[src/rtl/if_fetch_stage_pkg.sv]
// Shared constants and helpers for the instruction-fetch stage.
package if_fetch_stage_pkg;

  localparam logic [31:0] IF_NOP              = 32'h0000_0000;
  localparam logic [31:0] IF_RESET_PC_DEFAULT = 32'h0000_0000;
  localparam logic [31:0] IF_PC_INC           = 32'h0000_0004;

  // Fetch addresses are always word aligned.
  function automatic logic [31:0] pc_align(input logic [31:0] addr);
    return {addr[31:2], 2'b00};
  endfunction

endpackage

[src/rtl/if_stat_counter.sv]
// Wrapping statistics counter: counts enabled cycles, cleared by reset.
module if_stat_counter #(
  parameter int unsigned CNT_W = 32
) (
  input  logic             clk,
  input  logic             rst_n,
  input  logic             en_in,
  output logic [CNT_W-1:0] cnt_out
);

  logic [CNT_W-1:0] cnt_q;
  logic [CNT_W-1:0] cnt_d;

  always_comb begin
    cnt_d = cnt_q;
    if (en_in) begin
      cnt_d = cnt_q + {{(CNT_W-1){1'b0}}, 1'b1};
    end else begin
      cnt_d = cnt_q;
    end
  end

  always_ff @(posedge clk or negedge rst_n) begin
    if (!rst_n) begin
      cnt_q <= {CNT_W{1'b0}};
    end else begin
      cnt_q <= cnt_d;
    end
  end

  assign cnt_out = cnt_q;

endmodule

[src/rtl/if_fetch_stage.sv]
// Instruction-fetch stage: PC register and IF/ID pipeline register with redirect/stall/halt.
// Define IF_STAT_EN to build the four performance counters; otherwise they read as zero.
module if_fetch_stage
  import if_fetch_stage_pkg::*;
#(
  parameter logic [31:0] RESET_PC = IF_RESET_PC_DEFAULT,
  parameter int unsigned CNT_W    = 32
) (
  input  logic             clk,
  input  logic             rst_n,
  input  logic             stall_in,
  input  logic             halt_in,
  input  logic             jmp_in,
  input  logic             bsuccess_in,
  input  logic [31:0]      nextpc_in,
  input  logic [31:0]      ir_in,
  output logic [31:0]      pc_out,
  output logic [31:0]      id_pc_out,
  output logic [31:0]      id_ir_out,
  output logic             id_valid_out,
  output logic             flush_out,
  output logic [CNT_W-1:0] cycle_cnt_out,
  output logic [CNT_W-1:0] jump_cnt_out,
  output logic [CNT_W-1:0] branch_cnt_out,
  output logic [CNT_W-1:0] stall_cnt_out
);

  logic [31:0] pc_q, pc_d;
  logic [31:0] id_pc_q, id_pc_d;
  logic [31:0] id_ir_q, id_ir_d;
  logic        id_valid_q, id_valid_d;
  logic        redirect_s;
  logic        unused_s;

  assign redirect_s = jmp_in | bsuccess_in;
  assign flush_out  = ~halt_in & redirect_s;
  assign unused_s   = ^nextpc_in[1:0];

  // Priority: halt > redirect > stall > advance. A redirect squashes a stalled wrong-path instruction.
  always_comb begin
    pc_d       = pc_q;
    id_pc_d    = id_pc_q;
    id_ir_d    = id_ir_q;
    id_valid_d = id_valid_q;
    if (halt_in) begin
      pc_d       = pc_q;
      id_pc_d    = id_pc_q;
      id_ir_d    = id_ir_q;
      id_valid_d = id_valid_q;
    end else if (redirect_s) begin
      pc_d       = pc_align(nextpc_in);
      id_pc_d    = 32'h0000_0000;
      id_ir_d    = IF_NOP;
      id_valid_d = 1'b0;
    end else if (stall_in) begin
      pc_d       = pc_q;
      id_pc_d    = id_pc_q;
      id_ir_d    = id_ir_q;
      id_valid_d = id_valid_q;
    end else begin
      pc_d       = pc_q + IF_PC_INC;
      id_pc_d    = pc_q;
      id_ir_d    = ir_in;
      id_valid_d = 1'b1;
    end
  end

  always_ff @(posedge clk or negedge rst_n) begin
    if (!rst_n) begin
      pc_q       <= pc_align(RESET_PC);
      id_pc_q    <= 32'h0000_0000;
      id_ir_q    <= IF_NOP;
      id_valid_q <= 1'b0;
    end else begin
      pc_q       <= pc_d;
      id_pc_q    <= id_pc_d;
      id_ir_q    <= id_ir_d;
      id_valid_q <= id_valid_d;
    end
  end

  assign pc_out       = pc_q;
  assign id_pc_out    = id_pc_q;
  assign id_ir_out    = id_ir_q;
  assign id_valid_out = id_valid_q;

`ifdef IF_STAT_EN
  logic cycle_en_s, jump_en_s, branch_en_s, stall_en_s;

  assign cycle_en_s  = ~halt_in;
  assign jump_en_s   = ~halt_in & jmp_in;
  assign branch_en_s = ~halt_in & bsuccess_in;
  assign stall_en_s  = ~halt_in & stall_in & ~redirect_s;

  if_stat_counter #(.CNT_W(CNT_W)) u_cycle_cnt (
    .clk(clk), .rst_n(rst_n), .en_in(cycle_en_s), .cnt_out(cycle_cnt_out)
  );
  if_stat_counter #(.CNT_W(CNT_W)) u_jump_cnt (
    .clk(clk), .rst_n(rst_n), .en_in(jump_en_s), .cnt_out(jump_cnt_out)
  );
  if_stat_counter #(.CNT_W(CNT_W)) u_branch_cnt (
    .clk(clk), .rst_n(rst_n), .en_in(branch_en_s), .cnt_out(branch_cnt_out)
  );
  if_stat_counter #(.CNT_W(CNT_W)) u_stall_cnt (
    .clk(clk), .rst_n(rst_n), .en_in(stall_en_s), .cnt_out(stall_cnt_out)
  );
`else
  assign cycle_cnt_out  = {CNT_W{1'b0}};
  assign jump_cnt_out   = {CNT_W{1'b0}};
  assign branch_cnt_out = {CNT_W{1'b0}};
  assign stall_cnt_out  = {CNT_W{1'b0}};
`endif

endmodule

[config.mk]
export PLATFORM = sky130hd
export DESIGN_NAME = if_fetch_stage
export DESIGN_NICKNAME = d
export VERILOG_FILES = /design/src/rtl/if_fetch_stage_pkg.sv /design/src/rtl/if_stat_counter.sv /design/src/rtl/if_fetch_stage.sv
export SDC_FILE = /design/constraint.sdc
export NUM_CORES = 1
export LEC_CHECK = 0
export BUFFER_PORTS_ARGS = -buffer_cell sky130_fd_sc_hd__buf_2
export CORE_ASPECT_RATIO = 1.75
export CORE_MARGIN = 8
export CORE_UTILIZATION = 45
export DETAILED_ROUTE_END_ITERATION = 8
export GPL_TIMING_DRIVEN = 0
export MAX_ROUTING_LAYER = met4
export PLACE_DENSITY = 0.82
export SYNTH_ARGS = -nofsm -noshare
export SYNTH_HDL_FRONTEND = slang
export SYNTH_SLANG_ARGS = --single-unit
[constraint.sdc]
create_clock -name clk -period 2.3 [get_ports clk]
set_input_delay 0.46 -clock clk [delete_from_list [all_inputs] [get_ports clk]]
set_output_delay 0.46 -clock clk [all_outputs]
set_load 0.01 [all_outputs]
# After elaboration in Yosys (flattened, before gate mapping)
# Index checks and enable logic that the tools add are counted.
[classes]
addsub = 1
n_eq_ne = 1
mux = 8
bitwise_logic = 3
reduce_logical = 1
[op_table]
columns = ["operator", "n"]
rows = [
  ["$mux W32", 6],
  ["$add A32 B3 Y32 const B", 1],
  ["$mux W1", 2],
  ["$ne A2 B1 Y1 const B", 1],
  ["$reduce_and A2 Y1", 1],
  ["$and A1 B1 Y1", 1],
  ["$not A1 Y1", 1],
  ["$or A1 B1 Y1", 1],
]
[totals]
regBits = 97

# Depth between registers and ports, before layout
[depth]
ltp_word = 3
depth_mapped = 7

# Worst setup path after synthesis
# No wires, ideal clock.
[synth_timing]
kind = "reg2reg"
startpoint = "register pc_q[2], in the netlist pc_out[2]"
endpoint = "register pc_q[28], in the netlist pc_out[28]"
arrival_ns = 1.993
t_required_ns = 2.170
setup_slack_ns = 0.177
path_stages_with_launch = 7
path_buffers = 0
cell_sequence = "dfrtp_1 -> ha_1 -> nand4_1 -> or4_4 -> or4_4 -> nand3_2 -> o211ai_2"
[synth_between]
elab_chain_len = 3
[synth_lines]
columns = ["element", "line_no", "source"]
rows = [
  ["start, declared", "if_fetch_stage.sv:28", "logic [31:0] pc_q, pc_d;"],
  ["start signal, assigned", "if_fetch_stage.sv:70", "pc_q <= pc_align(RESET_PC);"],
  ["start signal, assigned", "if_fetch_stage.sv:75", "pc_q <= pc_d;"],
  ["$add A32 B3 Y32", "if_fetch_stage.sv:61", "pc_d = pc_q + IF_PC_INC;"],
  ["$mux W32", "if_fetch_stage.sv:55", "end else if (stall_in) begin"],
  ["$mux W32", "if_fetch_stage.sv:50", "end else if (redirect_s) begin"],
]
# No other way between the ends. The select of a mux whose other input is x is not followed.
# A chain may end at the register's enable or synchronous reset.

# Final worst setup path
[layout_timing]
startpoint = "input port jmp_in"
endpoint = "output port flush_out"
[layout_between]
elab_chain_len = 2
[layout_lines]
columns = ["element", "line_no", "source"]
rows = [
  ["start, declared", "if_fetch_stage.sv:13", "input logic jmp_in,"],
  ["$or A1 B1 Y1", "if_fetch_stage.sv:35", "assign redirect_s = jmp_in | bsuccess_in;"],
  ["$and A1 B1 Y1", "if_fetch_stage.sv:36", "assign flush_out = ~halt_in & redirect_s;"],
  ["end, declared", "if_fetch_stage.sv:21", "output logic flush_out,"],
]
# No other way between the ends.

==> run_results.csv <==
group,metric,value,unit
synth,syn_inst,525,
clocking,h-tree-depth,3,
sta,finalHoldViolCount,0,
synth,synth_top_area_cell,"dfrtp_1",
worst_setup_path,timing.rr.end,"pc_out[28]",
synth,synth_ff_type,"dfrtp_1",
placement,routabilityCongestion,0.9610,
worst_setup_path,worstRegToRegCells,6,
worst_setup_path,cpPeakStageDelay,0.66,ns
sta,rsz0062_at_grt,"no",
drt,drtIter0Drc,304,
floorplanning,core,11390,sq um
drt,via_per_inst,5.055,
worst_setup_path,required,1.84,ns
sta,relSlewSlack,0.4701,
clocking,cts_buffers,9,
synth,async_reset_ff_frac,1.000,
synth,synth_commonest_cells,"buf_4, dfrtp_1, a22o_1, nor2_1, clkbuf_1",
sta,period_share,0.9902,
grt,antenna_found_initial,1,
worst_setup_path,crit_chain,"buf_2, nor2_1, clkbuf_1, nor2_1, buf_2",
synth,synth_most_common_cell,"buf_4",
worst_setup_path,cp.arrival,1.82,ns
worst_setup_path,crit_type,"primary input to output port",
grt,grt_pass1_wl,26790,microns
placement,hpwlAfterDp,14010,microns
drt,num_vias,4919,
grt,grt_pass1_vias,5137,
sta,max_freq,439.1,MHz
pwr,peakVddDrop,0.6154,mV
grt,grt_max_degree,59,
synth,synth_top_area_share,0.4493,
clocking,cts_buffer_depth,2,
cells_and_area,final.fill_count,984,
clocking,cts_tree,"built",
sta,tightest_slew,0.7920,ns
floorplanning,io_pins,296,
synth,seq_area_frac_synth,0.4493,
synth,synth_edf_count,0,
grt,grt_usage,0.2261,
drt,ant_nets,0,
synth,synth_warnings,0,
min_path,hp-class,"primary input to asynchronous set/reset pin",
cells_and_area,area_growth_syn_to_layout,35.63,%
drt,drc,0,
cells_and_area,num-nets-final,903,
floorplanning,die_h,157.9,microns
worst_setup_path,path_buf_inv,3,
worst_setup_path,worst-path-stages,5,
synth,synth_seq_cells,93,
clocking,clk_pin_slew,0.07,ns
worst_setup_path,r2r-start,"pc_out[3]",
synth,yosys-top-cells-area,"dfrtp_1, buf_4, a22o_1",
drt,avgRoutedWirePerCell,18.10,microns
synth,syn_area_per_cell,9.867,sq um
sta,setup_violations,0,
run_status,status,"finished, final reports clean",
worst_setup_path,cp_max_fo,10,
synth,synthDistinctLibCells,45,
pwr,p_leak,3.880,nW
sta,layout_min_cycle_time,2.277,ns
floorplanning,rows,52,
sta,setup_ws,0.02258,ns
sta,slew_viol_final,0,
placement,dp_worst_setup_slack,-0.3355,ns
clocking,ctsRootBufferMaster,"clkbuf_16",
run,maxCapViolations,0,
clocking,holdBufCountCts,0,
sta,tns,0,ns
worst_setup_path,endpoint,"flush_out",
floorplanning,fp.dieW,97.11,microns
clocking,cts.sinks,93,
sta,finClkSkew,0.003722,ns
drt,drt_wl_total,17610,microns
floorplanning,dieArea,15340,sq um
cells_and_area,finish.utilization,0.6170,
clocking,clk_latency,0.35,ns
grt,overflow,0,
drt,drt_pass1_iterations,5,
worst_setup_path,cp_slowest_cell,"nor2_1",
sta,holdWs,0.06585,ns
pwr,total_power,4.442,mW
worst_setup_path,ff2ff_setup_slack,0.07,ns
floorplanning,initial_core_util,0.4549,
synth,synth_area,5180,sq um
worst_setup_path,startpoint_type,"primary input",
pwr,power_density,632.3,nW/um^2
placement,port_buffers,161,
cells_and_area,drive_above_1_share,0.3895,
worst_setup_path,cp-end-kind,"output port",
worst_setup_path,path_delay_family,"simple AND/OR/NAND/NOR gates",
worst_setup_path,startpoint,"jmp_in",
==> final cells by class <==
class / count / area, sq um / area share
sequential: 93 / 2330 / 0.3316
multi-input combinational: 396 / 2233 / 0.3179
buffer: 164 / 1112 / 0.1583
timing repair buffer: 165 / 858.3 / 0.1222
clock buffer: 10 / 239.0 / 0.03402
tap: 135 / 168.9 / 0.02404
clock inverter: 6 / 70.07 / 0.009973
inverter: 3 / 11.26 / 0.001603
antenna: 1 / 2.502 / 0.0003562
==> through the flow <==
| stage | std cells | area, sq um |
|---|---|---|
| 2_1_floorplan | 656 | 5672 |
| 3_3_place_gp | 952 | 6646 |
| 3_5_place_dp | 953 | 6676 |
| 4_1_cts | 969 | 6995 |
| 5_1_grt | 973 | 7025 |
| 6_report | 973 | 7025 |
==> sequential cells by signal (all words and copies together) (netlist names) <==
register / count
id_valid_out: 1
id_ir_out: 32
id_pc_out: 30
pc_out: 30
==> metal layers <==
metal  global-route usage  part of all wire
met5                    -                 0
met4               0.1525             0.049
met3              0.06160             0.075
met2               0.3711              0.50
met1               0.2339              0.38
==> report_power, final <==
part	internal, mW	switching, mW	total (mW)
combinational	0.432	0.559	0.991
sequential	1.76	0.158	1.92
clock	0.877	0.653	1.53
total	3.07	1.37	4.44
==> worst min-delay path by stage <==
stage,slack (ns),to,depth (start not counted)
floorplan,0.16,id_ir_out[0],0
global placement,0.46,id_valid_out,1
detailed placement,0.45,id_ir_out[24],1
CTS,0.08,id_ir_out[28],1
global route,0.11,id_ir_out[28],1
finish,0.07,id_ir_out[21],1
==> cell families (layout without fill, tap and decap cells) <==
kind of cell | count (synthesis) | count (layout) | synth area share
DFF | 93 | 93 | 0.4493
and+or+nand+nor | 116 | 116 | 0.1188
adders and majority gates | 1 | 1 | 0.002415
other | 1 | 133 | 0.0007239
AOI/OAI and AO/OA | 147 | 147 | 0.2121
buffers and inverters | 167 | 348 | 0.2167
==> placed cells by master (no fill, tap or decap), types with 3 or more instances in the layout <==
| cell | instances |
|---|---|
| a41oi_1 | 3 |
| nor2_1 | 30 |
| nand2_1 | 18 |
| and3_1 | 7 |
| inv_1 | 3 |
| or3_1 | 12 |
| nand3_1 | 14 |
| a311oi_1 | 7 |
| buf_2 | 160 |
| o22a_1 | 3 |
| or2_2 | 3 |
| a211oi_1 | 3 |
| dfrtp_1 | 91 |
| conb_1 | 132 |
| nor3_1 | 8 |
| clkinvlp_4 | 3 |
| o21ai_0 | 17 |
| buf_1 | 3 |
| a22o_1 | 62 |
| nand4_1 | 9 |
| a22oi_1 | 3 |
| o22ai_1 | 5 |
| clkbuf_1 | 28 |
| a21oi_1 | 24 |
| a31oi_1 | 6 |
| buf_4 | 136 |
| clkbuf_16 | 9 |
==> timing repair <==
action                                  in CTS  in global routing
pin swaps                                    0                  1
endpoints found under the setup margin       3                 46
gates resized for setup                      2                  4
setup buffers                                0                  3
Note: power is estimated with default switching activity, not from simulation.
